## src/rtl/conv3x3_stream.sv

```systemverilog
// conv3x3_stream: streaming 3x3 convolution over one raster-order 8-bit frame
// per start pulse. Emits valid-region (unpadded) pixels on an AXI-Stream.
// Pipeline: S1 window/line-buffer shift, S2 multiply-accumulate, S3 clamp.
// Optional build macro: CONV_ABS_EN -- take |sum| before the clamp
// (edge-magnitude mode); otherwise negative sums clamp to 0.

// One tap of the kernel: unsigned pixel times signed 3-bit weight.
module conv3x3_tap (
  input  logic [7:0]         pix_i,
  input  logic [2:0]         w_i,
  output logic signed [11:0] prod_o
);
  // Zero-extend pixel, sign-extend weight, both to the product width.
  assign prod_o = $signed({4'b0000, pix_i}) * $signed({{9{w_i[2]}}, w_i});
endmodule

module conv3x3_stream #(
  parameter int IMG_W = 64,
  parameter int IMG_H = 64
) (
  input  logic        clk,
  input  logic        rst_n,
  input  logic        start,
  input  logic        run,
  input  logic [26:0] filter_weights,
  input  logic [7:0]  s_axis_tdata,
  input  logic        s_axis_tvalid,
  output logic        s_axis_tready,
  input  logic        s_axis_tlast,
  output logic [7:0]  m_axis_tdata,
  output logic        m_axis_tvalid,
  input  logic        m_axis_tready,
  output logic        m_axis_tlast,
  output logic        frame_err
);

  localparam int STAGES = 2;
  localparam int TAPS   = 9;
  localparam int CW     = $clog2(IMG_W);
  localparam int RW     = $clog2(IMG_H);
  localparam logic [CW-1:0] COL_LAST = CW'(IMG_W - 1);
  localparam logic [RW-1:0] ROW_LAST = RW'(IMG_H - 1);

  typedef enum logic [1:0] {
    IDLE   = 2'd0,
    STREAM = 2'd1,
    FLUSH  = 2'd2
  } state_e;

  state_e state_q, state_d;

  // Captured kernel, w[k] with k = 3*row + col.
  logic [TAPS-1:0][2:0] wt_q;

  logic [CW-1:0] col_q, col_d;
  logic [RW-1:0] row_q, row_d;

  // lb0 holds the previous line, lb1 the line before it.
  logic [7:0] lb0_q [IMG_W];
  logic [7:0] lb1_q [IMG_W];

  // Window indexed [row][col]; row 0 oldest line, col 2 newest column.
  logic [2:0][2:0][7:0] win_q, win_d;

  // Stage valid / last flags: [0] window, [1] sum, [STAGES] output register.
  logic [STAGES:0] vld_pipe;
  logic [STAGES:0] last_pipe;

  logic [TAPS-1:0][11:0] prod;
  logic signed [15:0]    sum_q, sum_d;
  logic signed [15:0]    mag;
  logic [7:0]            out_q, out_d;
  logic                  err_q;

  logic en;
  logic load;
  logic accept;
  logic pix_last;
  logic win_ok;

  // Whole pipeline advances unless a beat is stuck at the output.
  assign en       = !vld_pipe[STAGES] || m_axis_tready;
  assign accept   = s_axis_tready && s_axis_tvalid;
  assign pix_last = (col_q == COL_LAST) && (row_q == ROW_LAST);
  assign win_ok   = (row_q >= RW'(2)) && (col_q >= CW'(2));

  // FSM state register.
  always_ff @(posedge clk or negedge rst_n) begin
    if (!rst_n) state_q <= IDLE;
    else        state_q <= state_d;
  end

  // FSM next state; start only matters in IDLE.
  always_comb begin
    state_d = state_q;
    case (state_q)
      IDLE:    if (start) state_d = STREAM;
      STREAM:  if (accept && pix_last) state_d = FLUSH;
      FLUSH:   if (m_axis_tvalid && m_axis_tready && m_axis_tlast) state_d = IDLE;
      default: state_d = IDLE;
    endcase
  end

  // FSM outputs: input ready gated by RUN and downstream space; weight load.
  always_comb begin
    s_axis_tready = 1'b0;
    load          = 1'b0;
    case (state_q)
      IDLE:    load = start;
      STREAM:  s_axis_tready = run && en;
      default: ;
    endcase
  end

  // Raster position of the next pixel to be accepted.
  always_comb begin
    col_d = col_q;
    row_d = row_q;
    if (load) begin
      col_d = '0;
      row_d = '0;
    end else if (accept) begin
      if (col_q == COL_LAST) begin
        col_d = '0;
        row_d = (row_q == ROW_LAST) ? '0 : row_q + RW'(1);
      end else begin
        col_d = col_q + CW'(1);
      end
    end
  end

  // Counters, weights and sticky framing error.
  always_ff @(posedge clk or negedge rst_n) begin
    if (!rst_n) begin
      col_q <= '0;
      row_q <= '0;
      wt_q  <= '0;
      err_q <= 1'b0;
    end else begin
      col_q <= col_d;
      row_q <= row_d;
      if (load) begin
        wt_q  <= filter_weights;
        err_q <= 1'b0;
      end else if (accept && (s_axis_tlast != pix_last)) begin
        err_q <= 1'b1;
      end
    end
  end

  // Line buffers shift one line down at the current column; no reset needed.
  always_ff @(posedge clk) begin
    if (accept) begin
      lb1_q[col_q] <= lb0_q[col_q];
      lb0_q[col_q] <= s_axis_tdata;
    end
  end

  // New window column is {two lines up, one line up, incoming pixel}.
  always_comb begin
    win_d = win_q;
    if (accept) begin
      for (int r = 0; r < 3; r++) begin
        win_d[r][0] = win_q[r][1];
        win_d[r][1] = win_q[r][2];
      end
      win_d[0][2] = lb1_q[col_q];
      win_d[1][2] = lb0_q[col_q];
      win_d[2][2] = s_axis_tdata;
    end
  end

  // S1 window register.
  always_ff @(posedge clk or negedge rst_n) begin
    if (!rst_n) win_q <= '0;
    else        win_q <= win_d;
  end

  for (genvar k = 0; k < TAPS; k++) begin : g_tap
    conv3x3_tap u_tap (
      .pix_i  (win_q[k/3][k%3]),
      .w_i    (wt_q[k]),
      .prod_o (prod[k])
    );
  end

  // Adder tree over the nine sign-extended products.
  always_comb begin
    sum_d = '0;
    for (int k = 0; k < TAPS; k++) begin
      sum_d = sum_d + $signed({{4{prod[k][11]}}, prod[k]});
    end
  end

  // Clamp to 0..255, optionally folding negatives to their magnitude first.
  always_comb begin
    mag = sum_q;
`ifdef CONV_ABS_EN
    if (sum_q < 16'sd0) mag = -sum_q;
`endif
    if (mag < 16'sd0)        out_d = 8'd0;
    else if (mag > 16'sd255) out_d = 8'd255;
    else                     out_d = mag[7:0];
  end

  // S2/S3 data registers and valid/last shift registers, held when en=0.
  always_ff @(posedge clk or negedge rst_n) begin
    if (!rst_n) begin
      vld_pipe  <= '0;
      last_pipe <= '0;
      sum_q     <= '0;
      out_q     <= '0;
    end else if (en) begin
      vld_pipe  <= {vld_pipe[STAGES-1:0],  accept && win_ok};
      last_pipe <= {last_pipe[STAGES-1:0], accept && pix_last};
      sum_q     <= sum_d;
      out_q     <= out_d;
    end
  end

  assign m_axis_tdata  = out_q;
  assign m_axis_tvalid = vld_pipe[STAGES];
  assign m_axis_tlast  = last_pipe[STAGES];
  assign frame_err     = err_q;

endmodule

```

## config.mk

```make
export PLATFORM = sky130hd
export DESIGN_NAME = conv3x3_stream
export DESIGN_NICKNAME = d
export VERILOG_FILES = /design/src/rtl/conv3x3_stream.sv
export SDC_FILE = /design/constraint.sdc
export NUM_CORES = 2
export LEC_CHECK = 0
export CELL_PAD_IN_SITES_DETAIL_PLACEMENT = 1
export CELL_PAD_IN_SITES_GLOBAL_PLACEMENT = 1
export CORE_MARGIN = 5
export CORE_UTILIZATION = 47
export CTS_BUF_LIST = sky130_fd_sc_hd__clkbuf_8
export DETAILED_ROUTE_END_ITERATION = 10
export MAX_ROUTING_LAYER = met4
export PLACE_DENSITY_LB_ADDON = 0.3
export SYNTH_ARGS = -nofsm -noshare
export SYNTH_HDL_FRONTEND = slang
export SYNTH_SLANG_ARGS = --single-unit
```

## constraint.sdc

```tcl
create_clock -name clk -period 8.2 [get_ports clk]
set_clock_uncertainty 0.2 [all_clocks]
set_input_delay 1.64 -clock clk [delete_from_list [all_inputs] [get_ports clk]]
set_output_delay 1.64 -clock clk [all_outputs]
set_load 0.03 [all_outputs]
```

## Yosys cells after proc, flatten, opt, wreduce, memory -nomap -nowiden

Memories as Yosys holds them, arrays and structs flattened. A register that Yosys moved wholly into a read port is not among the register bits.
Index checks and enable logic that the tools add are counted.
W data, S select, Z words.

- $lt $le $gt $ge: 4
- $mul: 9
- Muxes and demuxes: 19
- Reduce and logical (&&, ||, !) cells: 18
- Eq/ne operators: 8
- Add/subtract/negate cells: 10

Operators by type and width:

| operator | number |
|---|---|
| $mul A9 B3 Y12 | 9 |
| $add A16 B12 Y16 | 4 |
| $mux W6 | 7 |
| $add A15 B12 Y16 | 1 |
| $gt A16 B9 Y1 const B | 1 |
| $lt A16 B1 Y1 const B | 1 |
| $mux W8 | 2 |
| $add A14 B12 Y15 | 1 |
| $add A13 B12 Y14 | 1 |
| $add A12 B12 Y13 | 1 |
| $add A6 B1 Y6 const B | 2 |
| $eq A6 B6 Y1 const B | 2 |
| $ge A6 B2 Y1 const B | 2 |
| $logic_and A1 B1 Y1 | 9 |
| $mux W1 | 6 |
| $mux W2 | 3 |
| $ne A2 B2 Y1 const B | 3 |
| $pmux W2 S3 | 1 |
| $reduce_bool A2 Y1 | 3 |
| $reduce_and A3 Y1 | 1 |
| $eq A2 B1 Y1 const B | 1 |
| $eq A2 B2 Y1 const B | 1 |
| $logic_not A1 Y1 | 2 |
| $logic_not A2 Y1 | 1 |
| other kinds (3) | 3 |

- Memory bits (writable): 1024
- Memories kept: 2
- Flip-flop bits (word level): 136
- Output and inout bits: 12

Memory list:

| name | words | bits a word | read ports | clocked after Yosys merged registers in | write ports | RTL line | source |
|---|---|---|---|---|---|---|---|
| lb0_q | 64 | 8 | 1 | 0 | 1 | 59 | `logic [7:0] lb0_q [IMG_W];` |
| lb1_q | 64 | 8 | 1 | 1 | 1 | 60 | `logic [7:0] lb1_q [IMG_W];` |

## Logic depth before layout (Yosys ltp)

- Depth in word-level cells: 9
- Mapped depth: 25

## Modules after synthesis

Synthesis repeated with hierarchy kept, for this count alone.

- Cells, all modules: 3853
- Area, all modules: 55169.2 um2

By module, submodules not included:

| module | cells each | area an instance (um2) | instances | seq. area each (um2) |
|---|---|---|---|---|
| conv3x3_stream | 3057 | 48462.7 | 1 | 34352.9 |
| conv3x3_tap (g_tap[0].u_tap ...) | 88 | 744.5 | 8 | 0.0 |
| conv3x3_tap (g_tap[8].u_tap) | 92 | 750.7 | 1 | 0.0 |

## Least setup slack after synthesis

No wires, ideal clock.

- Path type: flip-flop to flip-flop
- Start point: register wt_q[11] (netlist bit)
- End point: register sum_q[15], in the netlist mag[15]
- Stages on the path, launching flop included: 24
- Data required time: 7.863 ns
- Clock period less this slack: 6.713 ns
- Slack: 1.487 ns
- Arrival: 6.376 ns
- Buffers on the path: 0
- Path through: dfrtp_1 > inv_1 > nor2_1 > fa_1 > inv_1 > fa_1 > inv_1 > fa_1 > fa_1 > inv_1 > fa_1 > fa_1 > inv_1 > fa_1 > inv_1 > fa_1 > inv_1 > ha_1 > a21oi_1 > a21oi_1 > nor3b_1 > o21ai_0 > a2111oi_0 > nor3_1

- Cells in the longest elaborated chain, start to end: 7

RTL lines:

| what | RTL line | source |
|---|---|---|
| from (decl) | 53 | `logic [TAPS-1:0][2:0] wt_q;` |
| from (signal assigned) | 143 | `wt_q <= filter_weights;` |
| $mul A9 B3 Y12 | 14 | `assign prod_o = $signed({4'b0000, pix_i}) * $signed({{9{w_i[2]}}, w_i});` |
| $add A14 B12 Y15 | 191 | `sum_d = sum_d + $signed({{4{prod[k][11]}}, prod[k]});` |
| $add A15 B12 Y16 | 191 |  |
| $add A16 B12 Y16 (4 in a row) | 191 |  |
| to (signal assigned) | 216 | `sum_q <= sum_d;` |
| to (decl) | 70 | `logic signed [15:0] sum_q, sum_d;` |

No other way between the ends.
A chain may end at the register's enable or synchronous reset.

## Worst setup path in the final report

Same ends and word-level chain as after synthesis.

==> flow_summary_export.csv <==
group,metric,value,unit
cells_and_area,syn2layout_area_growth,11.4,%
grt,grt_pass1_wl,244,mm
sta,min_period_over_period,0.903,
placed_design,routabilityCongestion,0.910,
critical_path,crit_path_end,"mag[15]",
floorplanning,num_io_pins,54,
grt,grt_pass1_vias,35253,
sta,min_period,7.41,ns
floorplanning,die_w,348,µm
drt,ant_nets,0,
drt,first_iter_violations,3606,
synth,syn_area_per_cell,14.8,µm²
grt,antenna_found_initial,5,
critical_path,slowest_delay,0.56,ns
grt,grt_overflow,0,
run,drv_cap,0,
floorplanning,num_rows,124,
clocking,worstSkewPairLatency,0.94,ns
critical_path,crit_top_cell,"fa_1",
critical_path,path_class,"reg -> reg",
drt,first_pass_iters,6,
clocking,clock_sinks,1168,
critical_path,crit_family,"adder cells",
clocking,cts_made_buffers,189,
drt,wirelength_met1,64.8,mm
synth,synth_edf_count,1024,
drt,routed_wirelength,168,mm
synth,synth_area_leaders,"edfxtp_1, fa_1, dfrtp_1",
synth,synth_cell_type_count,77,
drt,drt-vias-per-instance,6.08,
floorplanning,die-area,121000,µm²
critical_path,cp_data_required_time,8.78,ns
sta,final-hold-violation-count,0,
clocking,cts-root-buf,"clkbuf_8",
critical_path,cp_slowest_cell,"fa_1",
min_path,hold_class,"reg -> reg",
sta,finalSetupViolCount,0,
placed_design,io_buffers,53,
sta,rsz0062_at_grt,"false",
critical_path,r2r-end,"mag[15]",
synth,synth_top_area_frac,0.572,
sta,worst_slack,0.793,ns
critical_path,path_max_fanout,9,
grt,grt_use_total,0.285,
cells_and_area,final_util,0.526,
critical_path,worst_setup_path_start_kind,"register",
drt,wl_per_cell,30.5,µm
synth,async_flop_share,0.123,
synth,yosysWarnings,0,
sta,slew_viol_final,0,
clocking,cts_tree,"done",
clocking,clk_pin_slew_worst_paths,0.06,ns
critical_path,crit_arrival,7.98,ns
critical_path,timing.rr.start,"wt_q[11]",
placed_design,dpl.hpwl,108,mm
synth,yosysSeqAreaShare,0.639,
grt,grt_max_degree,71,
critical_path,reg2reg_slack,0.79,ns
floorplanning,start_util,0.472,
drt,wl_met2,80.5,mm
drt,top_layer,"met4",
critical_path,path_cells,"inv_1 -> nor2_1 -> fa_1 -> inv_1 -> fa_1 -> inv_1 -> fa_1 -> fa_1 -> inv_1 -> fa_1 -> fa_1 -> inv_1 -> fa_1 -> inv_1 -> fa_1 -> inv_1 -> ha_1 -> a21oi_1 -> a21oi_1 -> nor3b_1 -> o21ai_0 -> a2111oi_0 -> nor3_1",
run_status,status,"finished, final reports clean",
drt,num_vias,33418,
placed_design,post-place-ws,0.817,ns
clocking,postCtsSetupBuffers,0,
critical_path,endpoint_kind,"register",
cells_and_area,drive_gt1_frac,0.143,
sta,fin_setup_tns,0,ns
floorplanning,die_h,348,µm
synth,synth_top_area_cell,"edfxtp_1",
sta,fmaxAchievable,135,MHz
sta,worstMarginPinSlew,1.15,ns
sta,max_slew_margin,0.226,
cells_and_area,nNetsFinal,4169,
synth,synthFlopType,"edfxtp_1",
floorplanning,coreArea,114000,µm²
clocking,clock_path_buffers,3,
critical_path,worstSetupPathDepth,23,
synth,syn_inst,3622,
critical_path,worst_r2r_path_depth,23,
drt,wl_met3,14.6,mm
synth,synth_seq_cells,1168,
clocking,postCtsHoldBufs,0,
clocking,cts_resized,0,
synth,syn_area,53700,µm²
drt,drc_errors,0,
critical_path,crit_start,"wt_q[11]",
clocking,htreeDepth,4,
critical_path,worst-path-buf-inv,7,
synth,synth_nets,3969,
## synth_stat cells (5+ instances only)
cell and count:
a221o_1 34, nand2b_1 46, dfrtp_1 144, xnor2_1 16
fa_1 228, a22o_1 20, nor3_1 14, o2111ai_1 5
buf_1 18, a22oi_1 59, xor2_1 9, mux2i_1 163
nor2_1 178, a21oi_1 72, and3_1 5, nand4_1 10
a21o_1 12, nand2_1 391, or2_2 7, edfxtp_1 1024
a221oi_1 75, mux4_2 66, o22a_1 16, a31oi_1 16
and2_1 81, o21ai_0 64, o31ai_1 16, o2bb2ai_1 14
buf_6 17, buf_2 64, inv_1 269, nand3_1 21
buf_4 16, o22ai_1 62, ha_1 77, mux2_2 71
mux2_1 6, nor4_1 5, nand3b_1 5, clkbuf_1 79
nor2b_1 23, o211ai_1 6, o221ai_1 7, a211oi_1 14
## logic make-up after synthesis
kind of cell | synth area share
AOI/OAI and AO/OA | 0.0737
adders and majority gates | 0.103
xor gates and xnor gates | 0.00407
buffers and inverters | 0.0376
and+or+nand+nor | 0.0676
muxes | 0.0747
DFF | 0.639
## metal layers
| metal | vias up | track usage |
|---|---|---|
| met2 | 1700 | 0.453 |
| li1 | 13781 | - |
| met1 | 17504 | 0.366 |
| met3 | 433 | 0.0546 |
| met5 | - | - |
| met4 | 0 | 0.113 |
## how the worst min path moves through the flow
stage,start,to,slack (ns),cells after the start
after floorplan,vld_pipe[1],vld_pipe[1],0.23,2
after global placement,vld_pipe[1],vld_pipe[1],0.24,2
after detailed placement,vld_pipe[1],vld_pipe[1],0.26,2
after CTS,vld_pipe[1],vld_pipe[1],0.27,2
after global routing,vld_pipe[1],vld_pipe[2],0.28,1
final,vld_pipe[1],vld_pipe[1],0.27,2
## layout make-up
type,count,area (µm²)
Clock buffer,192,2640
Timing Repair Buffer,203,1670
Sequential cell,1168,34400
Antenna cell,3,7.51
Tap cell,1512,1890
Multi-Input combinational cell,1987,17400
Inverter,273,1020
Clock inverter,158,820
Fill cell,11097,54000
## tightest hold or removal path: cells and delay by family, from the launching register on
| family | cells | cell delay, ns |
|---|---|---|
| DFF | 1 | 0.34 |
| and+or+nand+nor | 2 | 0.10 |
## placed cells by master (no fill, tap or decap), types with 7 or more instances in the layout
cell type	netlist	layout
o31ai_1	16	16
a31oi_1	16	16
nor2_1	178	175
or2_2	7	7
o2bb2ai_1	14	14
edfxtp_1	1024	1024
o221ai_1	7	7
a21oi_1	72	72
o22ai_1	62	62
clkbuf_8	0	192
clkdlybuf4s50_1	0	44
buf_4	16	146
buf_2	64	8
and2_1	81	78
nand2b_1	46	46
mux4_2	66	66
a221o_1	34	34
mux2_2	71	71
a221oi_1	75	75
o21ai_0	64	64
o22a_1	16	16
a22o_1	20	20
xor2_1	9	9
nor2b_1	23	17
clkinv_1	2	47
nand3_1	21	20
nand2_1	391	390
a21o_1	12	12
nand4_1	10	10
xnor2_1	16	16
dfrtp_1	144	141
ha_1	77	77
mux2i_1	163	163
inv_1	269	339
fa_1	228	228
a211oi_1	14	14
nor3_1	14	14
a22oi_1	59	59
clkinv_2	0	24
## flip-flops by register name (all words and copies together) (netlist names), 6 cells and up
signal        cells
win_q            72
m_axis_tdata      8
col_q             6
mag              16
lb0_q           512
row_q             6
wt_q             27
lb1_q           512
## through the flow
stage               cells  hold slack (ns)  instance area, µm²
floorplan            3622            0.230               53700
global placement     5143            0.241               56400
detailed placement   5143            0.255               56400
CTS                  5493            0.270               59800
global route         5495            0.278               59800
finish               5496            0.265               59900
Power is not shown: default switching activity piles up to over one toggle a cycle in this logic, so the estimate is an artifact.
